File: src/rtl/riscv_wb_pkg.sv
// Shared widths, load-size encodings, pending-buffer state and payload types for the MEM/WB stage.
package riscv_wb_pkg;

  localparam int unsigned XLEN  = 64;
  localparam int unsigned RF_AW = 6;
  localparam int unsigned RD_W  = 5;

  localparam logic [2:0] F3_LB  = 3'd0;
  localparam logic [2:0] F3_LH  = 3'd1;
  localparam logic [2:0] F3_LW  = 3'd2;
  localparam logic [2:0] F3_LD  = 3'd3;
  localparam logic [2:0] F3_LBU = 3'd4;
  localparam logic [2:0] F3_LHU = 3'd5;
  localparam logic [2:0] F3_LWU = 3'd6;

  typedef enum logic {
    PEND_EMPTY = 1'b0,
    PEND_FULL  = 1'b1
  } pend_state_e;

  typedef struct packed {
    logic [RD_W-1:0] rd;
    logic [XLEN-1:0] data;
  } lu_entry_t;

endpackage

File: src/rtl/load_extend.sv
// Selects the addressed byte/half/word from a raw doubleword and sign- or zero-extends it.
module load_extend
  import riscv_wb_pkg::*;
(
  input  logic [XLEN-1:0] raw,
  input  logic [2:0]      funct3,
  input  logic [2:0]      addr_lo,
  output logic [XLEN-1:0] ext_c
);

  logic [XLEN-1:0] byte_sh;
  logic [XLEN-1:0] half_sh;
  logic [XLEN-1:0] word_sh;
  logic [7:0]      b;
  logic [15:0]     h;
  logic [31:0]     w;

  // Lane select: shift the addressed field down to bit 0.
  always_comb begin
    byte_sh = raw >> {addr_lo, 3'b000};
    half_sh = raw >> {addr_lo[2:1], 4'b0000};
    word_sh = raw >> {addr_lo[2], 5'b00000};
    b = byte_sh[7:0];
    h = half_sh[15:0];
    w = word_sh[31:0];
  end

  always_comb begin
    ext_c = '0;
    case (funct3)
      F3_LB:   ext_c = {{(XLEN-8){b[7]}}, b};
      F3_LH:   ext_c = {{(XLEN-16){h[15]}}, h};
      F3_LW:   ext_c = {{(XLEN-32){w[31]}}, w};
      F3_LD:   ext_c = raw;
      F3_LBU:  ext_c = XLEN'(b);
      F3_LHU:  ext_c = XLEN'(h);
      F3_LWU:  ext_c = XLEN'(w);
      default: ext_c = '0;
    endcase
  end

endmodule

File: src/rtl/writeback_stage.sv
// MEM/WB stage: registers the retiring result onto the register file write port and merges
// long-latency unit results through a one-entry pending buffer. Optional: WB_BYPASS_EN.
module writeback_stage
  import riscv_wb_pkg::*;
(
  input  logic              clock,
  input  logic              reset,
  input  logic              mem_valid,
  input  logic              mem_regwrite,
  input  logic [RD_W-1:0]   mem_rd,
  input  logic              mem_is_load,
  input  logic [2:0]        mem_funct3,
  input  logic [2:0]        mem_addr_lo,
  input  logic [XLEN-1:0]   mem_alu_result,
  input  logic [XLEN-1:0]   mem_load_data,
  input  logic              lu_valid,
  input  logic [RD_W-1:0]   lu_rd,
  input  logic [XLEN-1:0]   lu_data,
  output logic              lu_ready,
  output logic              pend_busy,
  output logic [RD_W-1:0]   pend_rd,
  output logic [RF_AW-1:0]  rf_write_reg,
  output logic [XLEN-1:0]   rf_write_data,
  output logic              rf_regwrite
`ifdef WB_BYPASS_EN
  ,
  input  logic [RD_W-1:0]   byp_rs1,
  input  logic [RD_W-1:0]   byp_rs2,
  input  logic [XLEN-1:0]   rf_data1,
  input  logic [XLEN-1:0]   rf_data2,
  output logic [XLEN-1:0]   byp_data1,
  output logic [XLEN-1:0]   byp_data2
`endif
);

  pend_state_e      state, state_n;
  lu_entry_t        pend, pend_n;
  logic             we_n;
  logic [RF_AW-1:0] reg_n;
  logic [XLEN-1:0]  data_n;
  logic             pw;
  logic             lu_take;
  logic [XLEN-1:0]  load_ext;
  logic [XLEN-1:0]  mem_data;

  load_extend u_load_extend (
    .raw     (mem_load_data),
    .funct3  (mem_funct3),
    .addr_lo (mem_addr_lo),
    .ext_c   (load_ext)
  );

  assign pw       = mem_valid && mem_regwrite && (mem_rd != '0);
  assign lu_take  = lu_valid && lu_ready && (lu_rd != '0);
  assign mem_data = mem_is_load ? load_ext : mem_alu_result;

  // Next-state and output-slot arbitration; a pipeline write always owns the slot.
  always_comb begin
    state_n = state;
    pend_n  = pend;
    we_n    = 1'b0;
    reg_n   = rf_write_reg;
    data_n  = rf_write_data;

    if (pw) begin
      we_n   = 1'b1;
      reg_n  = RF_AW'(mem_rd);
      data_n = mem_data;
    end

    case (state)
      PEND_EMPTY: begin
        if (lu_take) begin
          if (pw) begin
            pend_n  = '{rd: lu_rd, data: lu_data};
            state_n = PEND_FULL;
          end else begin
            we_n   = 1'b1;
            reg_n  = RF_AW'(lu_rd);
            data_n = lu_data;
          end
        end
      end
      PEND_FULL: begin
        if (!pw) begin
          we_n    = 1'b1;
          reg_n   = RF_AW'(pend.rd);
          data_n  = pend.data;
          pend_n  = '0;
          state_n = PEND_EMPTY;
        end else if (mem_rd == pend.rd) begin
          // Younger pipeline write to the same rd makes the pending value dead.
          pend_n  = '0;
          state_n = PEND_EMPTY;
        end
      end
      default: begin
        pend_n  = '0;
        state_n = PEND_EMPTY;
      end
    endcase
  end

  always_ff @(posedge clock) begin
    if (reset) begin
      state         <= PEND_EMPTY;
      pend          <= '0;
      rf_regwrite   <= 1'b0;
      rf_write_reg  <= '0;
      rf_write_data <= '0;
      lu_ready      <= 1'b1;
      pend_busy     <= 1'b0;
      pend_rd       <= '0;
    end else begin
      state         <= state_n;
      pend          <= pend_n;
      rf_regwrite   <= we_n;
      rf_write_reg  <= reg_n;
      rf_write_data <= data_n;
      lu_ready      <= (state_n == PEND_EMPTY);
      pend_busy     <= (state_n == PEND_FULL);
      pend_rd       <= pend_n.rd;
    end
  end

`ifdef WB_BYPASS_EN
  // Forward the write landing this cycle to same-cycle register file readers.
  always_comb begin
    byp_data1 = rf_data1;
    byp_data2 = rf_data2;
    if (rf_regwrite && (byp_rs1 != '0) && (rf_write_reg == RF_AW'(byp_rs1)))
      byp_data1 = rf_write_data;
    if (rf_regwrite && (byp_rs2 != '0) && (rf_write_reg == RF_AW'(byp_rs2)))
      byp_data2 = rf_write_data;
  end
`endif

endmodule
File: config.mk
export PLATFORM = sky130hd
export DESIGN_NAME = writeback_stage
export DESIGN_NICKNAME = d
export VERILOG_FILES = /design/src/rtl/riscv_wb_pkg.sv /design/src/rtl/load_extend.sv /design/src/rtl/writeback_stage.sv
export SDC_FILE = /design/constraint.sdc
export NUM_CORES = 1
export LEC_CHECK = 0
export ABC_CLOCK_PERIOD_IN_PS = 4700
export CORE_AREA = 3 3 144 146
export DETAILED_ROUTE_END_ITERATION = 6
export DIE_AREA = 0 0 147 149
export GPL_TIMING_DRIVEN = 0
export PLACE_DENSITY = 0.85
export SETUP_SLACK_MARGIN = 0.15
export SLEW_MARGIN = 30
export SYNTH_ARGS = -nofsm -noshare
export SYNTH_HDL_FRONTEND = slang
export SYNTH_HIERARCHICAL = 1
export SYNTH_SLANG_ARGS = --single-unit
File: constraint.sdc
create_clock -name clock -period 4.7 [get_ports clock]
set_input_delay 0.94 -clock clock [delete_from_list [all_inputs] [get_ports clock]]
set_output_delay 0.94 -clock clock [all_outputs]
set_load 0.1 [all_outputs]
After elaboration in Yosys (flattened, before gate mapping)
Index checks and enable logic that the tools add are counted.
{"block": "op_classes", "reduce_logical": 8, "bitwise": 2, "n_eq_ne": 10, "shift": 3, "muxes": 25}
{"op": "$pmux W64 S7", "n": 1}
{"op": "$mux W64", "n": 5}
{"op": "$mux W69", "n": 4}
{"op": "$pmux W69 S2", "n": 1}
{"op": "$pmux W64 S2", "n": 1}
{"op": "$shr A64 B6 Y16", "n": 1}
{"op": "$shr A64 B6 Y32", "n": 1}
{"op": "$shr A64 B6 Y8", "n": 1}
{"op": "$mux W6", "n": 4}
{"op": "$pmux W6 S2", "n": 1}
{"op": "$reduce_bool A5 Y1", "n": 2}
{"op": "$eq A3 B3 Y1 const B", "n": 3}
{"op": "$eq A3 B2 Y1 const B", "n": 2}
{"op": "$mux W1", "n": 6}
{"op": "$eq A5 B5 Y1", "n": 1}
{"op": "$logic_and A1 B1 Y1", "n": 4}
{"op": "$ne A2 B2 Y1 const B", "n": 2}
{"op": "$pmux W1 S2", "n": 2}
{"op": "$eq A3 B1 Y1 const B", "n": 1}
{"op": "$logic_not A3 Y1", "n": 1}
{"op": "$ne A3 B2 Y1 const B", "n": 1}
{"op": "$reduce_and A3 Y1", "n": 1}
{"op": "$not A1 Y1", "n": 2}
{"block": "word_totals", "reg_bits": 142, "inputBits": 214, "elab_cells": 55, "output_inout_bits": 78}

Logic depth before layout (Yosys ltp)
{"block": "depth", "depth_word": 7, "depth_mapped": 10}

Cells and area by module
Netlist, hierarchy kept.
{"mod": "writeback_stage", "cells_per_inst": 898, "n_inst": 1, "seq_area_each_um2": 2842.7, "area_each_um2": 8655.8}
{"mod": "load_extend", "cells_per_inst": 208, "n_inst": 1, "seq_area_each_um2": 0.0, "area_each_um2": 1705.4}

Worst setup path before layout
Ideal clock, no wire load.
{"block": "synth_timing", "path_type": "input port to flip-flop", "startpoint": "in mem_addr_lo[1]", "endpoint": "reg rf_write_data[16]", "required_ns": 4.573, "t_arrival_ns": 2.527, "stages": 9, "path_slack_ns": 2.046, "path_cell_list": "buf_6 mux4_2 nor2b_4 o21ai_2 buf_6 a221o_1 mux2i_1 or3_1 o211ai_2"}
{"block": "synth_via", "elab_chain_cells": 7, "elab_cells_between_ends": 9, "cone_classes": "shift: 2; mux: 7"}
{"item": "from (decl)", "line_no": "writeback_stage.sv:13", "text": "input logic [2:0] mem_addr_lo,"}
{"item": "$shr A64 B6 Y16 / $shr A64 B6 Y8 (equally long branches)", "line_no": "load_extend.sv:21, load_extend.sv:20"}
{"item": "$pmux W64 S7 (*)", "line_no": "load_extend.sv:30", "text": "case (funct3)"}
{"item": "via load_ext[16]", "line_no": "writeback_stage.sv:43", "text": "logic [XLEN-1:0] load_ext;"}
{"item": "$mux W64 (*)", "line_no": "writeback_stage.sv:55", "text": "assign mem_data = mem_is_load ? load_ext : mem_alu_result;"}
{"item": "$mux W64 (*)", "line_no": "writeback_stage.sv:65", "text": "if (pw) begin"}
{"item": "$mux W64", "line_no": "writeback_stage.sv:74", "text": "if (pw) begin"}
{"item": "$mux W64", "line_no": "writeback_stage.sv:73", "text": "if (lu_take) begin"}
{"item": "$pmux W64 S2 (*)", "line_no": "writeback_stage.sv:71", "text": "case (state)"}
{"item": "to (signal assigned)", "line_no": "writeback_stage.sv:119", "text": "rf_write_data <= data_n;"}
{"item": "to (decl)", "line_no": "writeback_stage.sv:23", "text": "output logic [XLEN-1:0] rf_write_data,"}
Mark *: on every way through the listed nets, which the timed path passes. The rest lies on a longest branch.
A chain may end at the register's enable or synchronous reset.

Worst setup path after layout
{"block": "layout_timing", "startpoint": "in mem_addr_lo[2]", "endpoint": "reg rf_write_data[2]"}
{"block": "layout_via", "elab_chain_cells": 7, "elab_cells_between_ends": 10, "cone_classes": "shift: 3; mux: 7"}
{"item": "$shr A64 B6 Y32, or another cell as far along", "line_no": "load_extend.sv:22", "text": "word_sh = raw >> {addr_lo[2], 5'b00000};"}
{"item": "$pmux W64 S7 (*)", "line_no": "load_extend.sv:30"}
{"item": "via load_ext[2]", "line_no": "writeback_stage.sv:43"}
{"item": "$mux W64 (*)", "line_no": "writeback_stage.sv:55"}
{"item": "$mux W64 (*)", "line_no": "writeback_stage.sv:65"}
{"item": "$mux W64", "line_no": "writeback_stage.sv:74"}
{"item": "$mux W64", "line_no": "writeback_stage.sv:73"}
{"item": "$pmux W64 S2 (*)", "line_no": "writeback_stage.sv:71"}
Marked as above.

==> impl_metrics.tcl <==
set metrics [dict create \
    avgSynthCellArea_um2 9.37 \
    clock-sinks 142 \
    row_count 51 \
    drv_slew 0 \
    pwr-share-comb_pct 33.6 \
    crit_slowest_cell "clkdlybuf4s50_1" \
    synth.largest_area_cell "dfxtp_1" \
    drc 3 \
    syn-num-nets 1320 \
    power.switching_uw 1500 \
    worst_path_largest_cell_delay_ns 0.54 \
    drv_cap 0 \
    yosys_warnings 6 \
    cts_tree "built" \
    synth_top_area_share_pct 27.4 \
    crit_required_ns 5.07 \
    seq_power_share_pct 32.1 \
    status "finished with violations" \
    critPathMaxFanout 10 \
    syn_area_um2 10400 \
    numCtsBuffers 17 \
    h-tree-depth 4 \
    grt_pass1_vias 11100 \
    power.total_uw 4130 \
    min_path_type "register to register" \
    grt-ovfl-total 0 \
    synthCells 1106 \
    async_reset_ff_share_pct 0 \
    p_leak_uw 0.00582 \
    cts-root-buf "clkbuf_16" \
    worstSetupPathType "input port to register" \
    fin_skew_ns 0.0181 \
    initial_core_util_pct 53.1 \
    path_cells "clkdlybuf4s50_1 > buf_2 > mux2i_1 > and2_1 > clkbuf_1 > buf_2 > a22oi_1 > o21ai_0 > mux2i_1 > or3_1 > o211ai_2" \
    grt_start_max_net_pins 17 \
    num_io_pins 292 \
    holdWs_ns 0.439 \
    via_per_inst 6.60 \
    hpwl_mm 33.0 \
    cts_setup_buffers 0 \
    fin_nets 1626 \
    max-vdd-ir-drop_uv 254 \
    cts_resized 0 \
    gp_congestion 1.03 \
    avgRoutedWirePerCell_um 25.3 \
    die_area_um2 21900 \
    swShare_pct 36.4 \
    placed_cells 1658 \
    die-height_um 149 \
    worst_ep_arrival_time_ns 3.88 \
    core_um2 19500 \
    die_x_um 147 \
    synth_edf_count 0 \
    synth_area_leaders "dfxtp_1 27%, mux2i_1 14%, o211ai_2 7.4%" \
    crit_path_end_kind "register" \
    intPower_uw 2620 \
    ant_nets 0 \
    largest_reg_flops 69 \
    hold_viol_final 0 \
    min_period_over_period_pct 74.7 \
    first_pass_iters 7 \
    synth_cell_types 59 \
    clock.fmax_mhz 285 \
    vias 11200 \
    insertion_delay_ns 0.44 \
    antenna_found_initial 1 \
    powerDensity_nw_per_um2 291 \
    cts.clk_slew.worst_paths_ns 0.07 \
    stdcell_count 1691 \
    grtUsageTotal_pct 37.7 \
    worstMarginPinSlew_ns 1.04 \
    syn_to_final_growth_pct 36.7 \
    finish.utilization_pct 72.5 \
    startpoint_type "input port" \
    postSynthRegisterBits 142 \
    period_minus_slack_ns 3.51 \
    setup_viol 0 \
    drive_above_1_share_pct 15.9 \
    wirelength_mm 42.8 \
    hold_buffers 0 \
    grt_pass1_wl_mm 64.8 \
    setup_tns_ns 0 \
    cts.path.max_buffers 2 \
    synthFlopType "dfxtp_1" \
    rsz0062_at_grt "false" \
    relSlewSlack_pct 30.7 \
    drt_iter0_markers 1112 \
    power_frac_clock_pct 34.3 \
    violations "design-rule violations" \
    yosysSeqAreaShare_pct 27.4 \
    numPortBuffers 287 \
]
-- cell usage in the layout, fill, tap and decap left out, types with 4 or more instances in the layout --
cell type	synthesis	final
a221oi_1	4	4
nand2_1	85	85
and2_1	4	4
o21ai_0	4	4
clkbuf_1	63	65
o211ai_1	76	76
a21o_1	35	35
buf_4	10	10
mux2i_1	149	149
nand3b_1	5	5
o211ai_2	61	61
o22ai_1	6	6
mux4_2	8	8
inv_1	75	75
buf_12	7	7
buf_6	6	6
dfxtp_1	142	142
clkbuf_16	0	17
o221ai_1	49	49
a221o_1	17	17
nand3_1	6	6
or3_1	65	65
a21oi_1	8	7
nand2b_1	6	6
nand4b_1	65	65
buf_2	48	49
o221ai_2	21	21
clkdlybuf4s50_1	0	286
a222oi_1	7	7
a32oi_1	4	4
nor2_1	8	7
mux2_2	18	18
-- path summary, 6_finish.rpt --
check                  start               end  slack, ns  cells past startpoint
max           mem_addr_lo[2]  rf_write_data[2]       1.19                     11
min          rf_write_reg[5]   rf_write_reg[5]       0.44                      2
max reg2reg         pend[66]          pend[42]       2.12                      5
min reg2reg  rf_write_reg[5]   rf_write_reg[5]       0.44                      2
-- final cells by class --
cell class | count | area (um^2)
Antenna cell | 1 | 2.50
Buffer | 134 | 759
Clock buffer | 19 | 433
Clock inverter | 13 | 164
Fill cell | 1524 | 5360
Inverter | 75 | 282
Multi-Input combinational cell | 755 | 6480
Sequential cell | 142 | 2840
Tap cell | 265 | 332
Timing Repair Buffer | 287 | 2870
-- worst max-delay path: cells and delay by family --
kind	cells	cell delay (ns)
AND/OR/NAND/NOR	2	0.56
buffers and inverters	4	1.52
AO/OA/AOI/OAI	3	0.45
multiplexers	2	0.40
-- routing by layer --
layer / up-vias / share of wire [%] / GRT usage (%)
li1: 4891 / - / -
met1: 5281 / 37 / 46.3
met2: 823 / 48 / 64.4
met3: 161 / 10 / 7.32
met4: 0 / 4.9 / 17.1
met5: - / 0 / 0
-- synthesized netlist by cell type (17+ instances only) --
cell	count
mux2i_1	149
dfxtp_1	142
nand2_1	85
o211ai_1	76
inv_1	75
nand4b_1	65
or3_1	65
clkbuf_1	63
o211ai_2	61
o221ai_1	49
buf_2	48
a21o_1	35
o221ai_2	21
mux2_2	18
a221o_1	17
-- power by group through the flow --
| stage | Sequential, uW | Clock, uW | Combinational [uW] |
|---|---|---|---|
| 5_1_grt | 1330 | 1460 | 1430 |
| 3_3_place_gp | 1350 | 0 | 1350 |
| 2_1_floorplan | 1710 | 0 | 500 |
| 3_5_place_dp | 1350 | 0 | 1360 |
| 4_1_cts | 1320 | 1400 | 1370 |
| 6_report | 1330 | 1420 | 1380 |
-- logic make-up (layout without fill, tap and decap cells) --
family | count (synthesis) | in the layout | synth area share [%]
mux | 175 | 175 | 18.1
xor+xnor | 5 | 5 | 0.423
other cells | 0 | 1 | 0
flops | 142 | 142 | 27.4
compound gates | 312 | 312 | 28.4
simple gates | 263 | 263 | 15.6
buf+inv | 209 | 528 | 10.0
-- per-stage QoR --
step                cell area [um^2]  worst slack (ns)
global route                   14200              1.13
finish                         14200              1.19
detailed placement             13600             0.713
CTS                            14200              1.14
global placement               13600             0.810
floorplan                      10400              2.05
(Power assumes the default switching activity.)
